<file path="config.mk">
export PLATFORM = sky130hd
export DESIGN_NAME = regfile_read_arbiter
export DESIGN_NICKNAME = d
export VERILOG_FILES = /design/src/rtl/regfile_read_arbiter_pkg.sv /design/src/rtl/regfile_read_arbiter_rr_pick.sv /design/src/rtl/regfile_read_arbiter.sv
export SDC_FILE = /design/constraint.sdc
export NUM_CORES = 1
export LEC_CHECK = 0
export CORE_UTILIZATION = 43
export CTS_CLUSTER_DIAMETER = 60
export DETAILED_ROUTE_END_ITERATION = 7
export PLACE_DENSITY = 0.94
export SETUP_SLACK_MARGIN = 0.15
export SLEW_MARGIN = 20
export SYNTH_ARGS = -nofsm -noshare
export SYNTH_HDL_FRONTEND = slang
export SYNTH_SLANG_ARGS = --single-unit
</file>
<file path="constraint.sdc">
create_clock -name clk_in -period 5.6 [get_ports clk_in]
set_input_delay 1.12 -clock clk_in [delete_from_list [all_inputs] [get_ports clk_in]]
set_output_delay 1.12 -clock clk_in [all_outputs]
set_load 0.02 [all_outputs]
</file>
<file path="src/rtl/regfile_read_arbiter_pkg.sv">
// rtl/regfile_read_arbiter_pkg.sv - shared core constants and types for the regfile read arbiter
package regfile_read_arbiter_pkg;

    localparam int ROB_WIDTH = 4;
    localparam int REG_W     = 5;

    typedef logic [REG_W-1:0] reg_idx_t;

    typedef enum logic {
        ST_RUN   = 1'b0,
        ST_FLUSH = 1'b1
    } arb_state_e;

endpackage

</file>
<file path="src/rtl/regfile_read_arbiter_rr_pick.sv">
// rtl/regfile_read_arbiter_rr_pick.sv - one-hot round-robin picker, first request at or after ptr
module rr_pick #(
    parameter int N  = 3,
    parameter int IW = (N > 1) ? $clog2(N) : 1
) (
    input  logic [N-1:0]  req_i,
    input  logic [IW-1:0] ptr_i,
    output logic [N-1:0]  gnt_o,
    output logic [IW-1:0] win_o,
    output logic          any_o
);

    logic [IW-1:0] idx;

    always_comb begin
        gnt_o = '0;
        win_o = '0;
        any_o = 1'b0;
        idx   = '0;
        for (int k = 0; k < N; k++) begin
            idx = IW'((int'(ptr_i) + k) % N);
            if (!any_o && req_i[idx]) begin
                any_o      = 1'b1;
                gnt_o[idx] = 1'b1;
                win_o      = idx;
            end
        end
    end

endmodule

</file>
<file path="src/rtl/regfile_read_arbiter.sv">
// rtl/regfile_read_arbiter.sv - shares the two regfile read ports among NREQ requesters
// with a commit snoop on the captured operands and a flush blackout after clear.
module regfile_read_arbiter
    import regfile_read_arbiter_pkg::*;
#(
    parameter int NREQ      = 3,
    parameter int ROB_W     = ROB_WIDTH,
    parameter int FLUSH_CYC = 1,
    localparam int IDW      = (NREQ > 1) ? $clog2(NREQ) : 1
) (
    input  logic                  clk_in,
    input  logic                  rst_in,
    input  logic                  rdy_in,
    input  logic                  clear,
    input  logic [NREQ-1:0]       req,
    input  logic [NREQ*REG_W-1:0] req_rs1,
    input  logic [NREQ*REG_W-1:0] req_rs2,
    output logic [NREQ-1:0]       gnt,
    output reg_idx_t              get_reg_1,
    output reg_idx_t              get_reg_2,
    input  logic [31:0]           get_val_1,
    input  logic [31:0]           get_val_2,
    input  logic                  has_dep_1,
    input  logic                  has_dep_2,
    input  logic [ROB_W-1:0]      get_dep_1,
    input  logic [ROB_W-1:0]      get_dep_2,
    input  reg_idx_t              commit_reg_id,
    input  logic [ROB_W-1:0]      commit_rob_id,
    input  logic [31:0]           commit_val,
    output logic                  resp_valid,
    output logic [IDW-1:0]        resp_id,
    output logic [31:0]           resp_val1,
    output logic [31:0]           resp_val2,
    output logic                  resp_has_dep1,
    output logic                  resp_has_dep2,
    output logic [ROB_W-1:0]      resp_dep1,
    output logic [ROB_W-1:0]      resp_dep2
);

    localparam int CNT_W = (FLUSH_CYC > 0) ? $clog2(FLUSH_CYC + 1) : 1;

    arb_state_e       state_q, state_d;
    logic [IDW-1:0]   ptr_q, ptr_d;
    logic [CNT_W-1:0] cnt_q, cnt_d;

    logic             grant_en;
    logic [NREQ-1:0]  pick_req;
    logic [IDW-1:0]   win;
    logic             grant;
    reg_idx_t         rs1_sel, rs2_sel;

    logic             resp_valid_q;
    logic [IDW-1:0]   resp_id_q;
    logic [31:0]      val1_q, val2_q, cap_val1, cap_val2;
    logic             hd1_q, hd2_q, cap_hd1, cap_hd2;
    logic [ROB_W-1:0] dep1_q, dep2_q, cap_dep1, cap_dep2;

    // A commit landing in the grant cycle resolves the dependency the regfile still reports.
    function automatic logic [ROB_W+32:0] snoop(
        input reg_idx_t         rs,
        input logic [31:0]      val,
        input logic             hd,
        input logic [ROB_W-1:0] dep,
        input reg_idx_t         c_reg,
        input logic [ROB_W-1:0] c_rob,
        input logic [31:0]      c_val
    );
        if (rs == '0)
            return '0;
        if (hd && (c_reg != '0) && (c_rob == dep))
            return {c_val, 1'b0, dep};
        return {val, hd, dep};
    endfunction

    rr_pick #(
        .N  (NREQ),
        .IW (IDW)
    ) u_pick (
        .req_i (pick_req),
        .ptr_i (ptr_q),
        .gnt_o (gnt),
        .win_o (win),
        .any_o (grant)
    );

    always_ff @(posedge clk_in or negedge rst_in) begin
        if (!rst_in) begin
            state_q <= ST_RUN;
            ptr_q   <= '0;
            cnt_q   <= '0;
        end else begin
            state_q <= state_d;
            ptr_q   <= ptr_d;
            cnt_q   <= cnt_d;
        end
    end

    always_comb begin
        state_d = state_q;
        ptr_d   = ptr_q;
        cnt_d   = cnt_q;
        if (clear) begin
            state_d = ST_FLUSH;
            ptr_d   = '0;
            cnt_d   = CNT_W'(FLUSH_CYC);
        end else if (rdy_in) begin
            case (state_q)
                ST_RUN: begin
                    if (grant)
                        ptr_d = (win == IDW'(NREQ - 1)) ? '0 : win + IDW'(1);
                end
                ST_FLUSH: begin
                    if (cnt_q <= CNT_W'(1)) begin
                        cnt_d   = '0;
                        state_d = ST_RUN;
                    end else begin
                        cnt_d = cnt_q - CNT_W'(1);
                    end
                end
                default: state_d = ST_RUN;
            endcase
        end
    end

    always_comb begin
        grant_en = rdy_in && !clear && (state_q == ST_RUN);
        pick_req = grant_en ? req : '0;
    end

    always_comb begin
        rs1_sel = '0;
        rs2_sel = '0;
        for (int i = 0; i < NREQ; i++) begin
            if (gnt[i]) begin
                rs1_sel = req_rs1[i*REG_W +: REG_W];
                rs2_sel = req_rs2[i*REG_W +: REG_W];
            end
        end
    end

    assign get_reg_1 = rs1_sel;
    assign get_reg_2 = rs2_sel;

    always_comb begin
        {cap_val1, cap_hd1, cap_dep1} = snoop(rs1_sel, get_val_1, has_dep_1, get_dep_1,
                                              commit_reg_id, commit_rob_id, commit_val);
        {cap_val2, cap_hd2, cap_dep2} = snoop(rs2_sel, get_val_2, has_dep_2, get_dep_2,
                                              commit_reg_id, commit_rob_id, commit_val);
    end

    // Data fields only move on a grant; clear and stalls leave them as last captured.
    always_ff @(posedge clk_in or negedge rst_in) begin
        if (!rst_in) begin
            resp_valid_q <= 1'b0;
            resp_id_q    <= '0;
            val1_q       <= '0;
            val2_q       <= '0;
            hd1_q        <= 1'b0;
            hd2_q        <= 1'b0;
            dep1_q       <= '0;
            dep2_q       <= '0;
        end else if (clear) begin
            resp_valid_q <= 1'b0;
        end else if (rdy_in) begin
            resp_valid_q <= grant;
            if (grant) begin
                resp_id_q <= win;
                val1_q    <= cap_val1;
                val2_q    <= cap_val2;
                hd1_q     <= cap_hd1;
                hd2_q     <= cap_hd2;
                dep1_q    <= cap_dep1;
                dep2_q    <= cap_dep2;
            end
        end
    end

    assign resp_valid    = resp_valid_q;
    assign resp_id       = resp_id_q;
    assign resp_val1     = val1_q;
    assign resp_val2     = val2_q;
    assign resp_has_dep1 = hd1_q;
    assign resp_has_dep2 = hd2_q;
    assign resp_dep1     = dep1_q;
    assign resp_dep2     = dep2_q;

endmodule

</file>
==> Yosys cells after proc, flatten, opt, wreduce, memory -nomap -nowiden <==
Index checks and enable logic that the tools add are counted.
{ "totals": {"wordCells": 113, "output_inout_bits": 90, "input_bits": 152, "reg_bits": 81} }
{ "classes": {"n_eq_ne": 4, "n_lt_le_gt_ge": 7, "mux": 57, "div": 3, "bitwise_logic": 4, "reduce_logical": 23, "n_addsub": 4} }
{ "ops": {"columns": ["cell", "n"], "rows": [
  ["two-way mux 37 bit", 8],
  ["modulo 32 x 3 -> 32 bit (second input constant)", 2],
  ["modulo 3 x 3 -> 32 bit (second input constant)", 1],
  ["two-way mux 5 bit", 6],
  ["two-way mux 1 bit", 25],
  ["two-way mux 2 bit", 8],
  ["two-way mux 3 bit", 4],
  ["logical AND 1 bit", 11],
  ["zero test 5 bit", 2],
  ["< comparator 2 x 3 -> 1 bit (second input constant)", 3],
  ["equality test 4 bit", 2],
  ["binary-select mux 1 bit (select 2 bit)", 3],
  ["demux 1 bit (select 2 bit)", 3],
  ["greater-or-equal comparator 2 x 1 -> 1 bit (second input constant)", 3],
  ["bitwise OR 3 bit", 2],
  ["AND reduction 3 bit", 2],
  ["nonzero test 2 bit", 3],
  ["nonzero test 5 bit", 1],
  ["adder 2 x 1 -> 3 bit (second input constant)", 1],
  ["adder 2 x 2 -> 3 bit (second input constant)", 1],
  ["zero test 1 bit", 3],
  ["adder 2 x 1 -> 2 bit (second input constant)", 1],
  ["equality test 2 bit (second input constant)", 1],
  ["!= test 2 bit (second input constant)", 1],
  ["other kinds (4)", 5]
]} }

==> Longest topological paths before layout <==
Gate-level depths: netlist (run 1).
{ "logic_depth": {"depth_word": 21, "depth_mapped": 14, "mapped_depth_nobuf": 11} }

==> Modules after synthesis <==
From an unflattened synthesis (run 1), not the netlist that was laid out.
{ "unflattened": {"cells_unflattened": 483, "area_unflattened_um2": 4735.8} }
{ "by_module_without_submodules": {"columns": ["mod", "area_per_inst_um2", "cells_each", "instances", "seq_area_each_um2"], "rows": [
  ["regfile_read_arbiter", 4388.0, 430, 1, 2001.9],
  ["rr_pick", 347.8, 53, 1, 0.0]
]} }

==> Least setup slack after synthesis (run 1) <==
No wires, ideal clock.
{ "synth_timing": {"path_type": "input to output", "from": "input clear", "to": "output get_reg_1[1]", "path_buffers": 1, "arrival_time_ps": 2945, "required_ps": 4480, "setup_slack_ps": 1535, "stages": 7, "path_cell_list": "nor3b_1 > nand3_1 > a21oi_1 > or2_1 > clkbuf_1 > and3_1 > a221o_1"} }
{ "synth_lines": {"columns": ["item", "line", "source"], "rows": [
  ["start, declared", "regfile_read_arbiter.sv:14", "input logic clear,"],
  ["zero test 1 bit *", "regfile_read_arbiter.sv:126", "grant_en = rdy_in && !clear && (state_q == ST_RUN);"],
  ["logical AND 1 bit * (2 in series)", "regfile_read_arbiter.sv:126", null],
  ["two-way mux 3 bit *", "regfile_read_arbiter.sv:127", "pick_req = grant_en ? req : '0;"],
  ["binary-select mux 1 bit (select 2 bit)", "regfile_read_arbiter_rr_pick.sv:22", "if (!any_o && req_i[idx]) begin"],
  ["two-way mux 1 bit (not written as such)", "regfile_read_arbiter_rr_pick.sv:22", null],
  ["two-way mux 1 bit", "regfile_read_arbiter_rr_pick.sv:22", null],
  ["zero test 1 bit", "regfile_read_arbiter_rr_pick.sv:22", null],
  ["logical AND 1 bit", "regfile_read_arbiter_rr_pick.sv:22", null],
  ["two-way mux 1 bit", "regfile_read_arbiter_rr_pick.sv:22", null],
  ["zero test 1 bit", "regfile_read_arbiter_rr_pick.sv:22", null],
  ["logical AND 1 bit", "regfile_read_arbiter_rr_pick.sv:22", null],
  ["two-way mux 3 bit *", "regfile_read_arbiter_rr_pick.sv:22", null],
  ["net gnt[1]", "regfile_read_arbiter.sv:18", "output logic [NREQ-1:0] gnt,"],
  ["two-way mux 5 bit * (2 in series)", "regfile_read_arbiter.sv:134", "if (gnt[i]) begin"],
  ["end, declared", "regfile_read_arbiter.sv:19", "output reg_idx_t get_reg_1,"]
]} }
Mark *: on every way through the listed nets, which the timed path passes. The rest lies on a longest branch. The select of a mux whose other input is x is not followed.

==> Worst setup path after layout (run 1) <==
{ "layout_timing": {"from": "input req[2]", "to": "output get_reg_2[2]"} }
{ "layout_between": {"elab_chain_len": 13} }
{ "layout_lines": {"columns": ["item", "line", "source"], "rows": [
  ["start, declared", "regfile_read_arbiter.sv:15", "input logic [NREQ-1:0] req,"],
  ["two-way mux 3 bit *", "regfile_read_arbiter.sv:127", null],
  ["binary-select mux 1 bit (select 2 bit)", "regfile_read_arbiter_rr_pick.sv:22", null],
  ["two-way mux 1 bit (not written as such)", "regfile_read_arbiter_rr_pick.sv:22", null],
  ["two-way mux 1 bit", "regfile_read_arbiter_rr_pick.sv:22", null],
  ["zero test 1 bit", "regfile_read_arbiter_rr_pick.sv:22", null],
  ["logical AND 1 bit", "regfile_read_arbiter_rr_pick.sv:22", null],
  ["two-way mux 1 bit", "regfile_read_arbiter_rr_pick.sv:22", null],
  ["zero test 1 bit", "regfile_read_arbiter_rr_pick.sv:22", null],
  ["logical AND 1 bit", "regfile_read_arbiter_rr_pick.sv:22", null],
  ["two-way mux 3 bit *", "regfile_read_arbiter_rr_pick.sv:22", null],
  ["two-way mux 5 bit (2 in series)", "regfile_read_arbiter.sv:134", null],
  ["two-way mux 5 bit *", "regfile_read_arbiter.sv:134", null],
  ["end, declared", "regfile_read_arbiter.sv:20", "output reg_idx_t get_reg_2,"]
]} }
Every way passes the cells marked *; elsewhere a longest branch is shown, timed or not. The select of a mux whose other input is x is not followed.

==> results.json, run 1 <==
{
  "ioPinCount": 242,
  "critPathKind": "in -> out",
  "setup_tns_ps": 0,
  "async_flop_share_pct": 100,
  "clockBufferDepth": 2,
  "highest_layer": "met4",
  "ir_worst_vdd_mv": 0.243,
  "cp_data_arrival_time_ps": 4190,
  "grt_pass1_wl_um": 25200,
  "place_worst_setup_slack_ps": 184,
  "crit_fanout": 11,
  "clkSinkCount": 80,
  "status": "finished, final reports clean",
  "met1Wirelength_um": 5930,
  "reg2reg_slack_ps": 1680,
  "die_area_um2": 11800,
  "finalSetupViolations": 0,
  "wl_per_cell_um": 19.6,
  "slew_viol_final": 0,
  "fin_crit_ps": 5310,
  "globalplace.congestion": 0.906,
  "cp.required_ps": 4480,
  "clockRootBuffer": "clkbuf_16",
  "synth_warnings": 0,
  "grt_pass1_vias": 4838,
  "setup_slack_ps": 294,
  "dp.cells": 817,
  "placementRows": 38,
  "grt-ovfl-total": 0,
  "drc": 0,
  "vias": 4610,
  "grtUsageTotal_pct": 28.4,
  "finalNonFillerCells": 833,
  "routed_wl_um": 16300,
  "hpwl_um": 12100,
  "ys_types": 55,
  "nFillCells": 804,
  "routed-wl-met3_um": 1470,
  "fmax_mhz": 188,
  "chipHeight_um": 109,
  "skew_ps": 8.10,
  "die_x_um": 109,
  "netlist_area_um2": 4900,
  "area_growth_syn_to_layout_pct": 56.7,
  "vias_per_cell": 5.53,
  "grt_max_degree": 81,
  "dr.pass1.iters": 4,
  "drtAntennaViolNets": 0,
  "rsz0062_at_grt": "false",
  "ys_seq_area_share_pct": 40.8,
  "coreArea_um2": 11000,
  "cts_tree": "done",
  "clk_pin_slew_ps": 60,
  "postSynthAreaPerCell_um2": 10.6,
  "min_period_over_period_pct": 94.8,
  "drtIter0Drc": 327,
  "ys.flop_type": "dfrtp_1",
  "min_path_type": "reg -> reg",
  "synthCells": 464,
  "synth-seq-cells": 80,
  "start_util_pct": 44.6,
  "layout_common_cells": "clkdlybuf4s50_1, dfrtp_1, mux2i_1",
  "power_density_nw_per_um2": 341,
  "ctsHoldBuffers": 0,
  "cts_buffers": 9,
  "clk_latency_ps": 340,
  "startpoint_type": "input pin",
  "nets": 844,
  "crit_path_end_kind": "primary output",
  "p_leak_nw": 2.87,
  "synthesis.nets": 620,
  "io_buffers": 241,
  "wl_met2_um": 8340,
  "synth_edf_count": 0,
  "antenna_found_initial": 0,
  "drive_above_1_share_pct": 13.6,
  "final_common_cell": "clkdlybuf4s50_1",
  "hold_viol": 0,
  "n_antenna_cell": 0,
  "worst_slew_pin_slew_ps": 979,
  "cts_max_level": 3,
  "drv_cap": 0,
  "slew_headroom_pct": 34.4
}
## per-layer routing
layer	track usage, %	up-vias
met1	29.8	2194
met2	50.5	242
li1	-	2134
met4	14.8	0
met5	0	-
met3	9.50	40
## registers in the layout, indices dropped and copies added, names as in the netlist
| register | flops |
|---|---|
| ptr_q | 2 |
| resp_dep1 | 4 |
| state_q | 1 |
| resp_dep2 | 4 |
| resp_val2 | 32 |
| resp_has_dep2 | 1 |
| resp_val1 | 32 |
| resp_id | 2 |
| resp_valid | 1 |
| resp_has_dep1 | 1 |
## per-stage QoR
stage	util, %	cell area, µm²	power, W	hold slack [ps]
global placement	67.0	7360	0.00196	463
detailed placement	67.0	7360	0.00200	468
global route	70.0	7690	0.00274	502
CTS	69.9	7680	0.00264	483
finish	70.0	7690	0.00262	478
floorplan	-	4900	0.00141	471
## critical path, stage by stage
cell and delay (ps):
clkdlybuf4s50_1 670, mux2i_1 180, o22ai_1 310, a311oi_1 90
or3_1 490, nor3_4 400, a221o_1 300, clkdlybuf4s50_1 630
## final cells by class
type	count	area [µm²]	area share (%)
Clock buffer	11	233	3.03
Timing Repair Buffer	249	2470	32.2
Inverter	13	53.8	0.700
Multi-Input combinational cell	335	2670	34.7
Sequential cell	80	2000	26.0
Clock inverter	5	81.3	1.06
Tap cell	140	175	2.28
## power by group
group | switching (W) | total [W] | leakage [nW] | internal [W]
registers | 0.000103 | 0.000855 | 0.986 | 0.000753
clock network | 0.000237 | 0.000628 | 0.150 | 0.000391
logic | 0.000565 | 0.00114 | 1.73 | 0.000574
total | 0.000904 | 0.00262 | 2.87 | 0.00172
## kinds of logic (layout without fill, tap and decap cells)
kind of cell	count (synthesis)	in the layout	share of synthesized area, %
fa+ha+maj	5	5	1.22
flops	80	80	40.8
compound gates	111	111	21.9
simple gates	136	136	13.9
xor+xnor	8	8	1.43
buf+inv	49	278	5.33
mux	75	75	15.3
## Yosys cell counts (4+ instances only)
master | n | area, µm²
dfrtp_1 | 80 | 2000
mux2i_1 | 75 | 751
nor2_1 | 70 | 263
a211oi_2 | 50 | 626
clkbuf_1 | 22 | 82.6
nand2_1 | 16 | 60.1
a211oi_1 | 15 | 113
inv_1 | 11 | 41.3
o21ai_0 | 9 | 45.0
buf_6 | 8 | 90.1
nand3_1 | 8 | 40.0
nor2_2 | 8 | 50.1
xnor2_1 | 8 | 70.1
a21oi_1 | 6 | 30.0
a221o_1 | 6 | 60.1
nand2b_1 | 5 | 31.3
a21o_1 | 4 | 30.0
and3_1 | 4 | 25.0
buf_2 | 4 | 20.0
ha_1 | 4 | 50.1
## repair_timing
item | 4_1_cts | 5_1_grt
setup buffers | 0 | 0
endpoints found under the hold margin | 0 | 0
gates resized for setup | 0 | 1
endpoints found under the setup margin | 0 | 4
## worst paths after layout
path / endpoint / startpoint / cells past startpoint
min reg2reg: resp_valid / resp_valid / 2
max in group asynchronous: resp_val1[24] / rst_in / 1
min: resp_valid / resp_valid / 2
min in group asynchronous: resp_val2[16] / rst_in / 1
max reg2reg: resp_val2[6] / ptr_q[0] / 11
max: get_reg_2[2] / req[2] / 8
(Power assumes the default switching activity.)
==> run 2: changes to the inputs <==
--- a/config.mk
+++ b/config.mk
@@ -5,10 +5,11 @@
 export SDC_FILE = /design/constraint.sdc
 export NUM_CORES = 1
 export LEC_CHECK = 0
-export CORE_UTILIZATION = 43
+export CORE_UTILIZATION = 42
+export CTS_BUF_LIST = sky130_fd_sc_hd__clkbuf_8
 export CTS_CLUSTER_DIAMETER = 60
 export DETAILED_ROUTE_END_ITERATION = 7
-export PLACE_DENSITY = 0.94
+export PLACE_DENSITY = 0.92
 export SETUP_SLACK_MARGIN = 0.15
 export SLEW_MARGIN = 20
 export SYNTH_ARGS = -nofsm -noshare
==> constraint.sdc (replaced) <==
create_clock -name clk_in -period 6.04 [get_ports clk_in]
set_input_delay 1.208 -clock clk_in [delete_from_list [all_inputs] [get_ports clk_in]]
set_output_delay 1.208 -clock clk_in [all_outputs]
set_load 0.02 [all_outputs]
==> results.json, run 2 (same netlist as run 1, synthesis figures left out) <==
{
  "routed_wl_um": 15900,
  "p_sw_w": 0.000800,
  "n_antenna_cell": 0,
  "cp.required_ps": 4830,
  "drv_cap": 0,
  "setup_tns_ps": 0,
  "skew_ps": 12.0,
  "final_common_cell": "clkdlybuf4s50_1",
  "rsz0062_at_grt": "false",
  "wl_per_cell_um": 19.1,
  "drc": 0,
  "clockRootBuffer": "clkbuf_8",
  "power_frac_comb_pct": 46.0,
  "clk_latency_ps": 350,
  "grt_pass1_wl_um": 23900,
  "nets": 845,
  "cts_max_level": 3,
  "start_util_pct": 42.9,
  "cts_resized": 0,
  "post_cts_buffers": 0,
  "cts_tree": "done",
  "clkSinkCount": 80,
  "min_path_type": "reg -> reg",
  "p_leak_nw": 2.84,
  "internal-power_w": 0.00148,
  "hpwl_um": 11800,
  "fmax_mhz": 175,
  "slew_headroom_pct": 37.3,
  "drtIter0Drc": 334,
  "antenna_found_initial": 0,
  "status": "finished, final reports clean",
  "worst_slew_pin_slew_ps": 940,
  "min_period_over_period_pct": 94.6,
  "cp_data_arrival_time_ps": 4510,
  "clk_pin_slew_ps": 70,
  "finalSetupViolations": 0,
  "area_growth_syn_to_layout_pct": 54.9,
  "cts_buffers": 9,
  "grt_pass1_vias": 4711,
  "clockBufferDepth": 2,
  "multi_input_area_um2": 2660,
  "slew_viol_final": 0,
  "seq_area_um2": 2000,
  "grt-ovfl-total": 0,
  "finalNonFillerCells": 836,
  "fin_crit_ps": 5720,
  "seqPwrFrac_pct": 34.5,
  "netSwitchingFraction_pct": 35.1,
  "layout_common_cells": "clkdlybuf4s50_1, dfrtp_1, mux2i_1",
  "crit_fanout": 11,
  "vias_per_cell": 5.55,
  "hold_viol": 0,
  "drive_above_1_share_pct": 13.7,
  "die_area_um2": 12100,
  "vias": 4642,
  "power_density_nw_per_um2": 300,
  "coreArea_um2": 11400,
  "nFillCells": 886,
  "grtUsageTotal_pct": 26.3,
  "die_x_um": 110,
  "crit_path_end_kind": "primary output",
  "ioPinCount": 242,
  "placementRows": 39,
  "ir_worst_vdd_mv": 0.219,
  "globalplace.congestion": 0.856,
  "startpoint_type": "input pin",
  "pwr-share-clk_pct": 19.5,
  "dp.cells": 821,
  "chipHeight_um": 110,
  "critPathKind": "in -> out",
  "drtAntennaViolNets": 0,
  "ctsHoldBuffers": 0,
  "io_buffers": 241,
  "dr.pass1.iters": 5,
  "grt_max_degree": 81
}
run 2: final timing paths:
| path | cells past startpoint | from | slack, ps | endpoint |
|---|---|---|---|---|
| worst max-delay path | 8 | req[2] | 320 | get_reg_1[2] |
| worst min-delay path | 1 | state_q | 510 | state_q |
| worst max register to register | 12 | ptr_q[0] | 2030 | resp_val2[4] |
| worst min register to register | 1 | state_q | 510 | state_q |
| max in group asynchronous | 1 | rst_in | 4640 | resp_val1[0] |
| min in group asynchronous | 1 | rst_in | 900 | resp_val2[18] |
run 2: area by class of cell:
class	instances	share of cell area (%)
timing repair buffer	250	32.7
clock inverter	4	0.906
clock buffer	11	1.99
sequential	80	26.4
multi-input combinational	335	35.0
tap	143	2.36
inverter	13	0.708
run 2: layer usage:
metal  up-vias  share of wire, %  track usage (%)
met3        55               9.5             7.94
li1       2143                 -                -
met2       256                51             47.4
met1      2188                35             27.3
met5         -                 0                0
met4         0               3.9             14.0
run 2: power by group through the flow:
stage,registers [W],clock network (W),logic (W)
floorplan,0.000989,0,0.000320
detailed placement,0.000795,0,0.00105
finish,0.000786,0.000444,0.00105
global placement,0.000786,0,0.00102
global route,0.000807,0.000474,0.00111
CTS,0.000787,0.000453,0.00105
run 2: per-stage QoR:
step | instance area, µm² | power, W | setup WS [ps] | hold slack (ps) | utilization (%)
floorplan | 4900 | 0.00131 | 1800 | 471 | -
global placement | 7370 | 0.00181 | 639 | 485 | 64.6
detailed placement | 7370 | 0.00184 | 444 | 501 | 64.6
CTS | 7590 | 0.00229 | 435 | 518 | 66.5
global route | 7600 | 0.00239 | 193 | 537 | 66.5
finish | 7600 | 0.00228 | 324 | 510 | 66.5
run 2: critical path: stages:
cell	delay (ps)
clkdlybuf4s50_1	710
inv_1	140
o32ai_1	310
a311oi_1	80
or3_1	460
nor3_2	540
a221o_1	400
clkdlybuf4s50_1	650
==> run 3: changes to the inputs <==
--- a/config.mk
+++ b/config.mk
@@ -9,6 +9,7 @@
 export CTS_BUF_LIST = sky130_fd_sc_hd__clkbuf_8
 export CTS_CLUSTER_DIAMETER = 60
 export DETAILED_ROUTE_END_ITERATION = 7
+export GPL_TIMING_DRIVEN = 0
 export PLACE_DENSITY = 0.92
 export SETUP_SLACK_MARGIN = 0.15
 export SLEW_MARGIN = 20
==> results.json, run 3 (same netlist as run 1, synthesis figures left out) <==
{
  "cp_data_arrival_time_ps": 4480,
  "p_sw_w": 0.000815,
  "drv_cap": 0,
  "ioPinCount": 242,
  "die_x_um": 110,
  "nets": 872,
  "min_path_type": "reg -> reg",
  "cp.required_ps": 4830,
  "vias": 4825,
  "netSwitchingFraction_pct": 36.2,
  "min_period_over_period_pct": 94.1,
  "crit_fanout": 10,
  "worst_slew_pin_slew_ps": 993,
  "slew_headroom_pct": 33.8,
  "clockRootBuffer": "clkbuf_8",
  "drtIter0Drc": 216,
  "critPathKind": "in -> out",
  "seqPwrFrac_pct": 35.1,
  "power_density_nw_per_um2": 291,
  "routed_wl_um": 16700,
  "chipHeight_um": 110,
  "final_common_cell": "clkdlybuf4s50_1",
  "startpoint_type": "input pin",
  "internal-power_w": 0.00144,
  "ir_worst_vdd_mv": 0.215,
  "cts_max_level": 3,
  "hold_viol": 0,
  "skew_ps": 14.4,
  "rsz0062_at_grt": "false",
  "dr.pass1.iters": 7,
  "grtUsageTotal_pct": 28.1,
  "globalplace.congestion": 0.933,
  "vias_per_cell": 5.58,
  "area_growth_syn_to_layout_pct": 57.5,
  "grt_pass1_vias": 5097,
  "io_buffers": 240,
  "post_cts_buffers": 0,
  "fin_crit_ps": 5690,
  "die_area_um2": 12100,
  "n_antenna_cell": 0,
  "fmax_mhz": 176,
  "crit_path_end_kind": "primary output",
  "antenna_found_initial": 0,
  "clk_pin_slew_ps": 90,
  "grt_pass1_wl_um": 25300,
  "clockBufferDepth": 2,
  "pwr-share-clk_pct": 17.7,
  "clkSinkCount": 80,
  "start_util_pct": 42.9,
  "clk_latency_ps": 350,
  "max_stage_delay_ps": 650,
  "wl_per_cell_um": 19.4,
  "drtAntennaViolNets": 0,
  "placementRows": 39,
  "grt-ovfl-total": 0,
  "slowest_stage": "clkdlybuf4s50_1",
  "hold_ws_ps": 505,
  "status": "finished, final reports clean",
  "power_frac_comb_pct": 47.1,
  "hpwl_um": 13300,
  "drive_above_1_share_pct": 14.1,
  "cts_resized": 0,
  "layout_common_cells": "clkdlybuf4s50_1, dfrtp_1, mux2i_1",
  "setup_tns_ps": 0,
  "coreArea_um2": 11400,
  "drc": 0,
  "slew_viol_final": 0,
  "path_cells": "clkdlybuf4s50_1 -> buf_2 -> mux2i_1 -> o22ai_1 -> a311oi_1 -> or3_1 -> buf_2 -> nor3_2 -> a221o_1 -> clkdlybuf4s50_1",
  "cts_buffers": 9,
  "p_leak_nw": 2.88,
  "grt_max_degree": 49,
  "finalSetupViolations": 0,
  "ctsHoldBuffers": 0,
  "cts_tree": "done"
}
==> run 3: cell types whose count changed in the layout (fill, tap and decap cells not counted), moves of 4 or more <==
cell	before	now
clkbuf_1	0	22
buf_6	1	8
buf_4	9	3
buf_2	0	4
==> run 3: critical path: cells and delay by family <==
family / cells / cell delay, ps
muxes: 1 / 100
AOI/OAI and AO/OA: 3 / 740
and+or+nand+nor: 2 / 890
buffers and inverters: 4 / 1540
==> run 3: final cells by class <==
class / count / area, µm²
well taps: 143 / 179
fillers: 863 / 3700
flip-flops and latches: 80 / 2000
clock buffers: 10 / 138
repair buffers: 241 / 2430
clock inverters: 6 / 60.1
plain buffers: 36 / 208
multi-input cells: 335 / 2660
inverters: 13 / 53.8
==> run 3: final timing paths <==
kind | from | endpoint | slack [ps] | cells past startpoint
min reg2reg | resp_valid | resp_valid | 510 | 2
min in group asynchronous | rst_in | resp_val2[15] | 790 | 1
min | resp_valid | resp_valid | 510 | 2
max reg2reg | ptr_q[0] | resp_val2[24] | 2090 | 11
max in group asynchronous | rst_in | resp_dep2[2] | 4640 | 2
max | req[2] | get_reg_1[2] | 350 | 10
==> run 3: layer usage <==
| metal | global-route usage [%] | up-vias | share of wire, % |
|---|---|---|---|
| met5 | 0 | - | 0 |
| met4 | 15.1 | 0 | 4.1 |
| met3 | 7.23 | 51 | 8.2 |
| met2 | 49.6 | 235 | 51 |
| met1 | 30.8 | 2341 | 37 |
| li1 | - | 2198 | - |
==> run 3: power by group through the flow <==
stage / Sequential, W / Combinational [W] / Clock [W]
after global routing: 0.000810 / 0.00112 / 0.000436
after global placement: 0.000790 / 0.00103 / 0
after CTS: 0.000791 / 0.00106 / 0.000407
after floorplan: 0.000989 / 0.000320 / 0
after detailed placement: 0.000799 / 0.00106 / 0
final: 0.000791 / 0.00106 / 0.000399
==> run 3: stage by stage <==
step	power [W]	cell area (µm²)	setup slack (ps)	utilization [%]	std cells
2_1_floorplan	0.00131	4900	1800	-	464
3_3_place_gp	0.00182	7480	453	65.5	847
3_5_place_dp	0.00186	7520	304	65.9	848
4_1_cts	0.00226	7720	293	67.6	864
5_1_grt	0.00237	7720	217	67.6	864
6_report	0.00225	7720	354	67.6	864
